$ cat config.mk
export PLATFORM = sky130hd
export DESIGN_NAME = mod_add_sub_pipe
export DESIGN_NICKNAME = d
export VERILOG_FILES = /design/src/rtl/poly_arith_pkg.sv /design/src/rtl/mod_addsub_lane.sv /design/src/rtl/mod_add_sub_pipe.sv
export SDC_FILE = /design/constraint.sdc
export NUM_CORES = 1
export LEC_CHECK = 0
export ABC_AREA = 0
export ABC_CLOCK_PERIOD_IN_PS = 3800
export CAP_MARGIN = 20
export CORE_ASPECT_RATIO = 0.75
export CORE_MARGIN = 8
export CORE_UTILIZATION = 40
export CTS_BUF_LIST = sky130_fd_sc_hd__clkbuf_4
export CTS_CLUSTER_DIAMETER = 200
export CTS_CLUSTER_SIZE = 24
export DETAILED_ROUTE_END_ITERATION = 7
export DONT_BUFFER_PORTS = 1
export RECOVER_POWER = 25
export SLEW_MARGIN = 40
export SYNTH_ARGS = -nofsm -noshare
export SYNTH_HDL_FRONTEND = slang
export SYNTH_SLANG_ARGS = --single-unit
export TNS_END_PERCENT = 30
$ cat constraint.sdc
create_clock -name clk -period 3.8 [get_ports clk]
set_input_delay 0.76 -clock clk [delete_from_list [all_inputs] [get_ports clk]]
set_output_delay 0.76 -clock clk [all_outputs]
set_load 0.03 [all_outputs]
$ cat src/rtl/poly_arith_pkg.sv
// ---------------------------------------------------------------------------
// poly_arith_pkg
//   Shared types and constants for the polynomial arithmetic unit.
//
//   COEFF_W     : default coefficient width in bits.
//   Q_MOD       : default coefficient modulus.
//   coeff_t     : one coefficient (COEFF_W bits).
//   addsub_op_e : operation select for the modular add/sub pipeline.
//                 ADD    -> (a + b)  mod Q
//                 SUB    -> (a - b)  mod Q
//                 PASS_A -> a
//                 NEG_B  -> (-b)     mod Q
// ---------------------------------------------------------------------------
package poly_arith_pkg;

    localparam int COEFF_W = 12;
    localparam int Q_MOD   = 3329;

    typedef logic [COEFF_W-1:0] coeff_t;

    typedef enum logic [1:0] {
        ADD    = 2'd0,
        SUB    = 2'd1,
        PASS_A = 2'd2,
        NEG_B  = 2'd3
    } addsub_op_e;

    // Operand A participates in every op except NEG_B.
    function automatic logic op_uses_a(input addsub_op_e op);
        return (op != NEG_B);
    endfunction

    // Operand B participates in every op except PASS_A.
    function automatic logic op_uses_b(input addsub_op_e op);
        return (op != PASS_A);
    endfunction

endpackage

$ cat src/rtl/mod_addsub_lane.sv
// ---------------------------------------------------------------------------
// mod_addsub_lane
//   Combinational first half of one modular add/sub lane. Produces the
//   unreduced result (WIDTH+1 bits) and an out-of-range flag for the
//   operands the selected op actually uses.
//
//   Ports:
//     i_op        : operation select (addsub_op_e).
//     i_a, i_b    : lane operands, expected in [0, Q-1].
//     o_raw       : unreduced result; <= 2Q-1 whenever the operands are in
//                   range, so a single conditional subtract of Q reduces it.
//     o_range_err : a used operand is >= Q.
// ---------------------------------------------------------------------------
module mod_addsub_lane
    import poly_arith_pkg::*;
#(
    parameter int WIDTH = COEFF_W,
    parameter int Q     = Q_MOD
) (
    input  addsub_op_e       i_op,
    input  logic [WIDTH-1:0] i_a,
    input  logic [WIDTH-1:0] i_b,
    output logic [WIDTH:0]   o_raw,
    output logic             o_range_err
);

    localparam logic [WIDTH:0] LP_Q = (WIDTH+1)'(Q);

    logic [WIDTH:0] w_a_ext;
    logic [WIDTH:0] w_b_ext;
    logic           w_a_bad;
    logic           w_b_bad;

    assign w_a_ext = {1'b0, i_a};
    assign w_b_ext = {1'b0, i_b};
    assign w_a_bad = (w_a_ext >= LP_Q);
    assign w_b_bad = (w_b_ext >= LP_Q);

    // Subtraction is expressed as addition of (Q - b) so every op yields a
    // non-negative value in [0, 2Q-1]. With b = 0 this gives a + Q (SUB) or
    // Q (NEG_B), both of which the reduction stage folds back to a and 0.
    always_comb begin
        o_raw = '0;
        unique case (i_op)
            ADD:     o_raw = w_a_ext + w_b_ext;
            SUB:     o_raw = w_a_ext + (LP_Q - w_b_ext);
            PASS_A:  o_raw = w_a_ext;
            NEG_B:   o_raw = LP_Q - w_b_ext;
            default: o_raw = '0;
        endcase
    end

    // Only operands the op consumes can raise the flag.
    assign o_range_err = (op_uses_a(i_op) && w_a_bad) ||
                         (op_uses_b(i_op) && w_b_bad);

endmodule

$ cat src/rtl/mod_add_sub_pipe.sv
// ---------------------------------------------------------------------------
// mod_add_sub_pipe
//   Multi-lane, two-stage pipelined modular adder/subtractor placed between
//   the coefficient memory read path and the NTT/butterfly datapath.
//
//   Stage 1 registers the per-lane raw sum and range flag computed by
//   mod_addsub_lane. Stage 2 registers the reduced result. Both stages carry
//   the sideband tag. Capacity is two beats, throughput one beat per cycle.
//
//   Handshake (both interfaces):
//     A beat transfers on a rising edge where valid and ready are both 1.
//     The producer holds valid and data stable until the transfer; the
//     output beat (result_o, tag_o, range_err_o) is held while
//     out_valid_o=1 and out_ready_i=0. in_ready_o depends combinationally
//     on out_ready_i so a full pipe can accept and deliver in one cycle.
//
//   Ports:
//     clk, rst     : clock (rising edge), asynchronous active-high reset.
//     in_valid_i   : input beat valid.       in_ready_o  : input accepted.
//     op_i         : 0=ADD 1=SUB 2=PASS_A 3=NEG_B, captured at acceptance.
//     op1_i, op2_i : lane k at bits [k*WIDTH +: WIDTH].
//     tag_i        : sideband tag, passed through unchanged.
//     out_valid_o  : output beat valid.      out_ready_i : downstream ready.
//     result_o     : per-lane result in [0, Q-1] (0 for a flagged lane).
//     tag_o        : tag of the output beat.
//     range_err_o  : per-lane flag, a used operand was >= Q.
// ---------------------------------------------------------------------------
module mod_add_sub_pipe
    import poly_arith_pkg::*;
#(
    parameter int NUM_LANES = 4,
    parameter int WIDTH     = COEFF_W,
    parameter int Q         = Q_MOD,
    parameter int TAG_W     = 8
) (
    input  logic                       clk,
    input  logic                       rst,
    input  logic                       in_valid_i,
    output logic                       in_ready_o,
    input  logic [1:0]                 op_i,
    input  logic [NUM_LANES*WIDTH-1:0] op1_i,
    input  logic [NUM_LANES*WIDTH-1:0] op2_i,
    input  logic [TAG_W-1:0]           tag_i,
    output logic                       out_valid_o,
    input  logic                       out_ready_i,
    output logic [NUM_LANES*WIDTH-1:0] result_o,
    output logic [TAG_W-1:0]           tag_o,
    output logic [NUM_LANES-1:0]       range_err_o
);

    localparam logic [WIDTH:0] LP_Q = (WIDTH+1)'(Q);

    // ------------------------------------------------------------------
    // Pipeline state
    // ------------------------------------------------------------------
    logic                             r_s1_valid;
    logic [NUM_LANES-1:0][WIDTH:0]    r_s1_raw;
    logic [NUM_LANES-1:0]             r_s1_err;
    logic [TAG_W-1:0]                 r_s1_tag;

    logic                             r_s2_valid;
    logic [NUM_LANES*WIDTH-1:0]       r_s2_result;
    logic [NUM_LANES-1:0]             r_s2_err;
    logic [TAG_W-1:0]                 r_s2_tag;

    // ------------------------------------------------------------------
    // Combinational datapath and control
    // ------------------------------------------------------------------
    addsub_op_e                       w_op;
    logic [NUM_LANES-1:0][WIDTH:0]    w_lane_raw;
    logic [NUM_LANES-1:0]             w_lane_err;
    logic [NUM_LANES*WIDTH-1:0]       w_reduced;
    logic                             w_s1_load;
    logic                             w_s2_load;

    assign w_op = addsub_op_e'(op_i);

    // Stage 2 takes the stage-1 beat when it is empty or its beat leaves now.
    assign w_s2_load  = r_s1_valid && (!r_s2_valid || out_ready_i);
    // Stage 1 has room when empty or when its beat moves forward this cycle.
    assign in_ready_o = !r_s1_valid || w_s2_load;
    assign w_s1_load  = in_valid_i && in_ready_o;

    genvar g;
    generate
        for (g = 0; g < NUM_LANES; g++) begin : g_lane
            mod_addsub_lane #(
                .WIDTH (WIDTH),
                .Q     (Q)
            ) u_lane (
                .i_op        (w_op),
                .i_a         (op1_i[g*WIDTH +: WIDTH]),
                .i_b         (op2_i[g*WIDTH +: WIDTH]),
                .o_raw       (w_lane_raw[g]),
                .o_range_err (w_lane_err[g])
            );

            // Single conditional subtract; a flagged lane is forced to 0 so
            // garbage from out-of-range operands never reaches the datapath.
            assign w_reduced[g*WIDTH +: WIDTH] =
                r_s1_err[g]             ? '0 :
                (r_s1_raw[g] >= LP_Q)   ? WIDTH'(r_s1_raw[g] - LP_Q) :
                                          r_s1_raw[g][WIDTH-1:0];
        end
    endgenerate

    // ------------------------------------------------------------------
    // Stage 1: raw sums, range flags, tag
    // ------------------------------------------------------------------
    always_ff @(posedge clk or posedge rst) begin
        if (rst) begin
            r_s1_valid <= 1'b0;
            r_s1_raw   <= '0;
            r_s1_err   <= '0;
            r_s1_tag   <= '0;
        end else begin
            if (w_s1_load) begin
                r_s1_valid <= 1'b1;
                r_s1_raw   <= w_lane_raw;
                r_s1_err   <= w_lane_err;
                r_s1_tag   <= tag_i;
            end else if (w_s2_load) begin
                r_s1_valid <= 1'b0;
            end
        end
    end

    // ------------------------------------------------------------------
    // Stage 2: reduced results, output register
    // ------------------------------------------------------------------
    always_ff @(posedge clk or posedge rst) begin
        if (rst) begin
            r_s2_valid  <= 1'b0;
            r_s2_result <= '0;
            r_s2_err    <= '0;
            r_s2_tag    <= '0;
        end else begin
            if (w_s2_load) begin
                r_s2_valid  <= 1'b1;
                r_s2_result <= w_reduced;
                r_s2_err    <= r_s1_err;
                r_s2_tag    <= r_s1_tag;
            end else if (out_ready_i) begin
                r_s2_valid  <= 1'b0;
            end
        end
    end

    assign out_valid_o = r_s2_valid;
    assign result_o    = r_s2_result;
    assign range_err_o = r_s2_err;
    assign tag_o       = r_s2_tag;

endmodule

# Word level (Yosys, flattened, before mapping)
# Cells that the tools add are included.
# W data, S select, Z words.
dict set report totals {
  wordCells 81
  register_bits 126
  out_inout_bits 62
  in_bits 110
}
dict set report op_classes {
  n_reduce_logical 21
  eq_ne 5
  n_mux 16
  add_sub_neg 16
  order_cmp 12
}
# operator n
set ops {}
lappend ops {{$pmux W13 S4} 4}
lappend ops {{$ge A12 B12 Y1 const B} 8}
lappend ops {{$mux W12} 8}
lappend ops {{$add A12 B12 Y13} 4}
lappend ops {{$add A12 B13 Y13} 4}
lappend ops {{$ge A13 B12 Y1 const B} 4}
lappend ops {{$sub A12 B12 Y13 const A} 4}
lappend ops {{$sub A12 B12 Y12 const B} 4}
lappend ops {{$logic_and A1 B1 Y1} 10}
lappend ops {{$logic_or A1 B1 Y1} 6}
lappend ops {{$eq A2 B2 Y1 const B} 2}
lappend ops {{$mux W1} 4}
lappend ops {{$ne A2 B2 Y1 const B} 2}
lappend ops {{$reduce_bool A2 Y1} 2}
lappend ops {{$eq A2 B1 Y1 const B} 1}
lappend ops {{$logic_not A1 Y1} 2}
lappend ops {{$logic_not A2 Y1} 1}

# Depth between registers and ports, before layout
# Gate-level depths: netlist (run 1).
dict set report logic_depth {
  word_depth 6
  ltp_mapped 13
}

# Modules after synthesis
# Synthesis (run 1) repeated with hierarchy kept, for this count alone.
dict set report hier_totals {
  hier_cells 1246
  area_unflattened_um2 11165.7
}
# module area_per_inst_um2 cells_each instances seq_area_each_um2
set by_module_without_submodules {}
lappend by_module_without_submodules {mod_add_sub_pipe 6158.4 519 1 3153.0}
lappend by_module_without_submodules {{mod_addsub_lane (g_lane[1].u_lane ...)} 1221.2 177 2 0.0}
lappend by_module_without_submodules {{mod_addsub_lane (g_lane[0].u_lane)} 1283.7 187 1 0.0}
lappend by_module_without_submodules {{mod_addsub_lane (g_lane[3].u_lane)} 1281.2 186 1 0.0}

# Least setup slack after synthesis (run 1)
# Ideal clock, no wire load.
dict set report synth_timing {
  path_kind {in2reg}
  from {input port op2_i[14]}
  to {register r_s1_raw[24] (netlist bit)}
  t_required_ns 3.665
  setup_time_ns 0.135
  path_buffers 0
  t_arrival_ns 3.398
  cell_stages 13
  slack_ns 0.267
  cell_sequence {inv_1 -> ha_1 -> or3b_2 -> o41ai_1 -> nor2_1 -> xor2_1 -> ha_1 -> nand2_1 -> o21ai_0 -> nor3b_1 -> a221o_1 -> nor3_1 -> o21ai_0}
}
dict set report synth_between {
  elab_chain_cells 3
  elab_cells_between_ends 4
}
# element line_no
set synth_lines {}
lappend synth_lines {{start: declaration} mod_add_sub_pipe.sv:42} ;# input logic [NUM_LANES*WIDTH-1:0] op2_i,
lappend synth_lines {{$sub A12 B12 Y13} {mod_addsub_lane.sv:46, mod_addsub_lane.sv:48}}
lappend synth_lines {{$add A12 B13 Y13} mod_addsub_lane.sv:46} ;# SUB: o_raw = w_a_ext + (LP_Q - w_b_ext);
lappend synth_lines {{$pmux W13 S4 *} mod_addsub_lane.sv:44} ;# unique case (i_op)
lappend synth_lines {{end signal: assignment} mod_add_sub_pipe.sv:119} ;# r_s1_raw <= w_lane_raw;
lappend synth_lines {{end: declaration} mod_add_sub_pipe.sv:57} ;# logic [NUM_LANES-1:0][WIDTH:0] r_s1_raw;
# Every way passes the cells marked *; elsewhere a longest branch is shown, timed or not.
# A chain may end at the register's enable or synchronous reset.

# Worst setup path in the final report (run 1)
# Ends and elaborated chain as after synthesis.

==> results of run 1 <==
## final timing paths
kind / startpoint / end / slack, ps / cells after the start
min reg2reg: r_s1_tag[5] / r_s1_tag[5] / 490 / 2
min in group asynchronous: rst / result_o[16] / 340 / 1
max reg2reg: out_valid_o / r_s1_raw[35] / 960 / 8
max in group asynchronous: rst / r_s1_raw[26] / 2380 / 2
min: tag_i[5] / r_s1_tag[5] / 310 / 2
max: op2_i[14] / r_s1_raw[24] / 700 / 13
## worst max-delay path, cell delays in order
cell and delay [ps]:
inv_1 60, ha_1 210, or3b_2 490, o41ai_1 350
nor2_1 110, xor2_1 150, ha_1 290, nand2_1 50
o21ai_0 360, nor3b_1 100, a221o_1 310, nor3_1 200
o21ai_0 100
## layout by cell type (no fill, tap or decap), drive strengths merged, types with 7 or more instances in the layout
master / n
a21o: 11
a22o: 10
ha: 63
nor4: 20
or3: 12
nand2: 162
nand2b: 10
xnor2: 68
a211oi: 22
mux2i: 25
buf: 23
o22ai: 8
clkbuf: 19
a21oi: 85
nor2: 120
nor2b: 9
nand3: 26
o21ai: 82
mux2: 25
inv: 29
dfrtp: 126
xor2: 75
nor3: 25
nor3b: 10
o211ai: 13
o21a: 7
o31ai: 47
a31oi: 9
## layer usage
layer | GRT usage (%) | vias to the layer above
met5 | 0 | -
met4 | 5.31 | 0
met3 | 4.46 | 36
met2 | 31.5 | 250
met1 | 25.9 | 4352
li1 | - | 4473
## kinds of logic after synthesis
logic type | synth area share [%]
xor+xnor | 12.0
fa+ha+maj | 8.33
compound gates | 20.9
simple gates | 20.0
buf+inv | 3.45
mux | 5.10
flops | 30.3
## synth_stat cells (4+ instances only)
library cell / count / share of area (%)
nand2b_1: 10 / 0.60
or2_2: 4 / 0.24
o22ai_1: 8 / 0.48
o21a_1: 7 / 0.50
xor2_1: 75 / 6.3
nor3_1: 25 / 1.2
a21oi_1: 85 / 4.1
and3_1: 4 / 0.24
inv_1: 26 / 0.94
buf_1: 13 / 0.47
mux2_2: 25 / 2.7
clkbuf_1: 47 / 1.7
dfrtp_1: 126 / 30
and2_1: 4 / 0.24
a22o_1: 10 / 0.84
o31ai_1: 47 / 3.4
or4_1: 4 / 0.29
nor4_1: 19 / 1.1
xnor2_1: 68 / 5.7
nand3b_1: 4 / 0.29
a22oi_1: 6 / 0.43
nand4_1: 4 / 0.24
nor2_1: 120 / 4.3
buf_2: 4 / 0.19
nand2_1: 162 / 5.8
fa_1: 4 / 0.77
a31oi_1: 9 / 0.54
nor3b_1: 10 / 0.72
nor4b_1: 4 / 0.34
ha_1: 63 / 7.6
a211oi_1: 22 / 1.6
o211ai_1: 13 / 0.94
or3_1: 11 / 0.66
nor2b_1: 9 / 0.54
nand3_1: 26 / 1.2
a41oi_1: 4 / 0.34
o21ai_0: 78 / 3.7
or3b_2: 4 / 0.34
mux2i_1: 25 / 2.4
a21o_1: 11 / 0.79
## state kept, by name, indices dropped and copies added (netlist names)
name,cells
r_s1_tag,8
result_o,48
r_s1_valid,1
out_valid_o,1
r_s1_raw,52
r_s1_err,4
range_err_o,4
tag_o,8
## layout make-up
type	instances	share of cell area [%]
tap	344	3.86
timing repair buffer	24	1.70
antenna	1	0.0225
multi-input combinational	1035	62.4
inverter	26	0.887
clock inverter	14	1.65
sequential	126	28.3
clock buffer	18	1.21
## power by group
group	internal, mW	switching (mW)	leakage (nW)
sequential	1.67	0.838	1.56
clock	0.477	0.572	0.163
combinational	0.750	0.883	2.87
total	2.90	2.29	4.60
## per-stage QoR
step	util (%)	worst slack (ps)	hold slack, ps	cells
after floorplan	-	267	442	1253
after global placement	41.9	238	453	1555
after detailed placement	42.0	147	464	1555
after CTS	43.2	753	108	1587
after global routing	43.2	544	238	1588
final	43.2	697	307	1588
==> flow_summary.ini, run 1 <==
[status]
status = completed

[synth]
ys_seq_elements = 126
ys.flop_type = dfrtp_1
syn_area_um2 = 10400
async_flop_share_pct = 100
synth_cell_types = 73
synth_seq_area_share_pct = 30.3
yosys_warnings = 0
synth_edf_count = 0
syn_inst = 1253
syn-mean-instance-area_um2 = 8.32
synth_nets = 1430

[routing]
drt_iter0_drc = 537
drc = 0
viasPerCell = 5.74
routed-wl-met2_mm = 14.3
highest_layer = met4
drtPass1Iterations = 5
drt-met1-wl_mm = 14.0
wl_met3_mm = 2.11
ant_nets = 0
vias = 9111
wl_per_cell_um = 19.5
drt-total-wl_mm = 31.0

[timing]
grt_setup_unrepaired = no
fin_crit_sh_pct = 81.6
fin_tns_setup_ps = 0
drv_slew = 0
relSlewSlack_pct = 14.5
finalSetupViolations = 0
max_freq_mhz = 322
tightest_slew_ps = 1280
finalCriticalPeriod_ps = 3100
fin_skew_ps = 20.0
hold_viol_final = 0

[layout]
regArea_um2 = 3150
final_nets = 1407
multi_input_area_um2 = 6950
layout-drive-gt1-share_pct = 8.61
stdcell_area_um2 = 11100
fill_cells = 2609
syn_to_final_growth_pct = 6.94

[grt]
track_usage_pct = 19.5
grt_remaining_overflow = 0
antenna_found_initial = 1
grt_max_degree = 100
grt_pass1_vias = 8702
grt_pass1_wl_mm = 49.5

[critical_path]
end_kind = register
crit_type = in2reg
path_max_fanout = 4
crit_arrival_ps = 3530
crit_required_ps = 4230
crit_path_start_kind = input pin

[clock_network]
cts_buffers = 17
cts_tree = yes
clkLatencyLatePin_ps = 550
h-tree-depth = 4
cts_root_buf = clkbuf_4
path_clk_slew_ps = 130
clk_path_buf_depth = 2
post_cts_buffers = 0
postCtsHoldBufs = 0
post_cts_resized = 0
cts_num_sinks = 126

[power_and_ir_drop]
p_total_mw = 5.19
p_leak_nw = 4.60
irDropWorstVdd_uv = 199
power_density_nw_per_um2 = 466

[floorplan]
die_area_um2 = 31500
start_util_pct = 40.4
core.rowCount = 51
chipHeight_um = 156
ios = 172
die_x_um = 202
core_area_um2 = 25800

[placement]
hpwl_mm = 23.8
place_area_um2 = 10800
gp_congestion = 0.909
portBuffers = 0

[worst_hold_path]
hold_class = in2reg

[job]
cap_violations = 0
No activity file was read; power rests on OpenSTA's default activity.
==> inputs of run 2 (changes only) <==
--- a/config.mk
+++ b/config.mk
@@ -6,7 +6,7 @@
 export NUM_CORES = 1
 export LEC_CHECK = 0
 export ABC_AREA = 0
-export ABC_CLOCK_PERIOD_IN_PS = 3800
+export ABC_CLOCK_PERIOD_IN_PS = 3200
 export CAP_MARGIN = 20
 export CORE_ASPECT_RATIO = 0.75
 export CORE_MARGIN = 8
==> constraint.sdc (replaced) <==
create_clock -name clk -period 3.2 [get_ports clk]
set_input_delay 0.64 -clock clk [delete_from_list [all_inputs] [get_ports clk]]
set_output_delay 0.64 -clock clk [all_outputs]
set_load 0.03 [all_outputs]
==> flow_summary.ini, run 2 (synthesis results as in run 1) <==
[status]
status = completed

[clock_network]
h-tree-depth = 4
clkLatencyLatePin_ps = 540
path_clk_slew_ps = 120
cts_num_sinks = 126
cts_root_buf = clkbuf_4
cts_buffers = 17
post_cts_buffers = 0
clk_path_buf_depth = 2
cts_tree = yes

[power_and_ir_drop]
p_total_mw = 6.48
p_leak_nw = 4.95
irDropWorstVdd_uv = 234
power_density_nw_per_um2 = 554

[grt]
grt_max_degree = 83
grt_pass1_vias = 9045
grt_pass1_wl_mm = 50.0
antenna_found_initial = 1
grt_remaining_overflow = 0
track_usage_pct = 19.7

[routing]
viasPerCell = 5.65
vias = 9343
drc = 0
ant_nets = 0
drt_iter0_drc = 579
wl_per_cell_um = 19.0
drtPass1Iterations = 5
drt-total-wl_mm = 31.5

[critical_path]
crit_type = in2reg
crit_arrival_ps = 3320
crit_path_start_kind = input pin
slowest_delay_ps = 400
reg2reg_slack_ps = 780
rr_startpoint = out_valid_o
reg2regPathDepth = 5
worst_path_max_delay_cell = or3b_1
path_cells = inv_1 > ha_1 > or3b_1 > buf_4 > nand2_1 > xnor2_1 > ha_1 > a211oi_1 > o21ai_0 > o22ai_1 > mux2_2 > nor4_1 > o21ai_0
path_max_fanout = 3
endpoint = r_s1_raw[9]
regToRegEndpoint = r_s1_raw[21]
crit_required_ps = 3620
cp-startpoint = op2_i[2]
end_kind = register

[placement]
gp_congestion = 0.887
hpwl_mm = 24.5
place_area_um2 = 11400
portBuffers = 0

[timing]
fin_skew_ps = 22.3
fin_crit_sh_pct = 90.6
hold_slack_ps = 205
hold_viol_final = 0
fin_tns_setup_ps = 0
max_freq_mhz = 345
finalCriticalPeriod_ps = 2900
tightest_slew_ps = 1460
drv_slew = 0
finalSetupViolations = 0
relSlewSlack_pct = 2.65
grt_setup_unrepaired = no

[layout]
stdcell_area_um2 = 11700
regArea_um2 = 3150
fill_cells = 2588
final_cell_mix = nand2_1 (160), dfrtp_1 (126), nor2_1 (120), a21oi_1 (85), buf_4 (84)
final_nets = 1473
syn_to_final_growth_pct = 12.2
largest_register_ffs = 52
multi_input_area_um2 = 6940
layout-drive-gt1-share_pct = 13.0
final_common_cell = nand2_1
regMostFlops = r_s1_raw

[floorplan]
ios = 172
chipHeight_um = 156
die_area_um2 = 31500
core.rowCount = 51
start_util_pct = 40.4
core_area_um2 = 25800
die_x_um = 202

[job]
cap_violations = 0

[worst_hold_path]
hold_class = in2reg
run 2: cell types whose count changed in the layout (fill, tap and decap cells not counted), moves of 2 or more:
| cell | before | now |
|---|---|---|
| clkbuf_2 | 0 | 2 |
| inv_8 | 2 | 0 |
| bufinv_16 | 3 | 6 |
| buf_4 | 22 | 84 |
| clkinvlp_4 | 3 | 1 |
run 2: cell type report:
class | count | share of cell area [%]
Clock buffer | 18 | 1.16
Timing Repair Buffer | 90 | 5.94
Multi-Input combinational cell | 1035 | 59.4
Inverter | 26 | 0.845
Antenna cell | 1 | 0.0214
Tap cell | 344 | 3.68
Clock inverter | 14 | 2.02
Sequential cell | 126 | 27.0
run 2: critical path, delay by kind of cell:
family | cells | cell delay (ps)
muxes | 1 | 370
and+or+nand+nor | 3 | 730
AOI/OAI and AO/OA | 4 | 900
xor gates and xnor gates | 1 | 70
buffers and inverters | 2 | 210
adders and majority gates | 2 | 380
run 2: worst min path at each step:
stage	startpoint	end	slack, ps	cells past startpoint
after floorplan	r_s1_tag[0]	r_s1_tag[0]	440	2
after global placement	r_s1_tag[4]	r_s1_tag[4]	450	2
after detailed placement	r_s1_tag[5]	r_s1_tag[5]	460	2
after CTS	op_i[1]	r_s1_raw[37]	140	1
after global routing	tag_i[6]	r_s1_tag[6]	140	2
final	tag_i[6]	r_s1_tag[6]	200	2
run 2: what timing repair did:
item / CTS / global route
resized for setup: 0 / 0
hold buffers: 1 / 0
hold endpoints to repair: 13 / 0
run 2: layer usage:
metal  share of wire (%)  GRT usage (%)  vias to the layer above
li1                    -              -                     4611
met1                  46           26.1                     4493
met2                  46           32.0                      215
met3                 6.1           4.73                       24
met4                 1.4           4.55                        0
met5                   0              0                        -
run 2: per-stage QoR:
step                      setup slack, ps  utilization [%]  cells
after floorplan                      -213                -   1253
after global placement               -111             43.9   1619
after detailed placement             -186             44.0   1620
after CTS                             392             45.5   1653
after global routing                 85.7             45.4   1654
final                                 299             45.4   1654
run 2: power by group:
group	total, mW	internal [mW]	switching, mW
Clock	1.43	0.788	0.645
Combinational	2.08	0.987	1.09
Sequential	2.97	1.99	0.988
==> inputs of run 3 (changes only) <==
--- a/config.mk
+++ b/config.mk
@@ -8,7 +8,7 @@
 export ABC_AREA = 0
 export ABC_CLOCK_PERIOD_IN_PS = 3200
 export CAP_MARGIN = 20
-export CORE_ASPECT_RATIO = 0.75
+export CORE_ASPECT_RATIO = 0.5
 export CORE_MARGIN = 8
 export CORE_UTILIZATION = 40
 export CTS_BUF_LIST = sky130_fd_sc_hd__clkbuf_4
==> flow_summary.ini, run 3 (synthesis results as in run 1) <==
[status]
status = completed

[placement]
place_ws_ps = -184
place_area_um2 = 11300
gp_congestion = 0.941
dp.cells = 1618
hpwl_mm = 27.1
portBuffers = 0

[grt]
track_usage_pct = 21.0
met3_usage_pct = 4.55
grt_max_degree = 75
gr-usage-met1_pct = 31.5
met2_usage_pct = 30.5
antenna_found_initial = 1
grt_pass1_vias = 8798
grt_pass1_wl_mm = 52.4
grt_remaining_overflow = 0
busiest_layer = met1

[power_and_ir_drop]
p_total_mw = 6.28
clockPowerShare_pct = 17.9
intPower_mw = 3.49
power_switching_mw = 2.79
seqPwrFrac_pct = 48.5
irDropWorstVdd_uv = 217
p_leak_nw = 4.89
pwr-share-comb_pct = 33.6
power_density_nw_per_um2 = 541
netSwitchingFraction_pct = 44.4

[timing]
fin_skew_ps = 21.1
max_freq_mhz = 349
hold_viol_final = 0
fin_crit_sh_pct = 89.4
grt_setup_unrepaired = no
finalCriticalPeriod_ps = 2860
layout_setup_ws_ps = 338
hold_slack_ps = 189
drv_slew = 0
relSlewSlack_pct = 20.1
tightest_slew_ps = 1200
fin_tns_setup_ps = 0
finalSetupViolations = 0

[clock_network]
post_cts_resized = 0
clk_path_buf_depth = 2
cts_root_buf = clkbuf_4
cts_buffers = 17
cts_tree = yes
post_cts_buffers = 0
clkLatencyLatePin_ps = 550
cts_num_sinks = 126
path_clk_slew_ps = 120
h-tree-depth = 4
postCtsHoldBufs = 1

[job]
cap_violations = 0

[routing]
ant_nets = 0
viasPerCell = 5.72
wl_per_cell_um = 20.6
drtPass1Iterations = 5
drt-total-wl_mm = 34.0
drc = 0
drt_iter0_drc = 691
vias = 9449

[floorplan]
die_area_um2 = 31800
core_area_um2 = 25400
core.rowCount = 41
die_x_um = 244
ios = 172
start_util_pct = 41.0
chipHeight_um = 130

[layout]
fin_cells = 1651
final_cell_mix = nand2_1 (160), dfrtp_1 (126), nor2_1 (120), a21oi_1 (85), buf_4 (81)
final_nets = 1471
layout-drive-gt1-share_pct = 12.5
syn_to_final_growth_pct = 11.3
final_common_cell = nand2_1
utilization_pct = 45.7
regMostFlops = r_s1_raw
largest_register_ffs = 52
stdcell_area_um2 = 11600

[critical_path]
crit_path_start_kind = input pin
crit_family = compound AO/OA/AOI/OAI gates
reg2regPathDepth = 5
path_buf_inv = 1
crit_required_ps = 3610
regToRegEndpoint = r_s1_raw[49]
crit_type = in2reg
cp-startpoint = op2_i[14]
crit_arrival_ps = 3270
rr_startpoint = out_valid_o
cp.depth = 13
slowest_delay_ps = 470
path_cells = inv_1 > ha_1 > or3b_2 > o41ai_1 > nor2_1 > xor2_1 > ha_1 > nand2_1 > o21ai_0 > nor3b_1 > a221o_1 > nor3_1 > o21ai_0
worst_path_max_delay_cell = or3b_2
path_max_fanout = 3
end_kind = register
reg2reg_slack_ps = 680
endpoint = r_s1_raw[24]

[worst_hold_path]
hold_class = in2reg
==> run 3: layer usage <==
layer	up-vias	wire, um
met3	26	2350
met4	0	381
li1	4610	-
met5	-	0
met1	4544	17200
met2	269	14000
==> run 3: worst min path at each step <==
stage / depth (start not counted) / endpoint / slack, ps / from
after floorplan: 2 / r_s1_tag[0] / 440 / r_s1_tag[0]
after global placement: 2 / r_s1_tag[5] / 450 / r_s1_tag[5]
after detailed placement: 2 / r_s1_tag[7] / 460 / r_s1_tag[7]
after CTS: 1 / r_s1_valid / 140 / in_valid_i
after global routing: 1 / r_s1_valid / 140 / in_valid_i
final: 1 / r_s1_valid / 190 / in_valid_i
==> run 3: final cells by class <==
type	instances	area (um2)
diodes	1	2.50
clock buffers	17	128
clock inverters	14	151
fillers	2512	13800
inverters	26	98.8
multi-input cells	1035	6940
flip-flops and latches	126	3150
well taps	344	430
repair buffers	88	693
==> run 3: power by group through the flow <==
stage | Sequential, mW | Clock (mW) | Combinational [mW]
3_3_place_gp | 3.07 | 0 | 2.04
6_report | 3.05 | 1.12 | 2.11
5_1_grt | 3.11 | 1.23 | 2.36
3_5_place_dp | 3.09 | 0 | 2.09
2_1_floorplan | 2.79 | 0 | 1.64
4_1_cts | 3.05 | 1.15 | 2.11
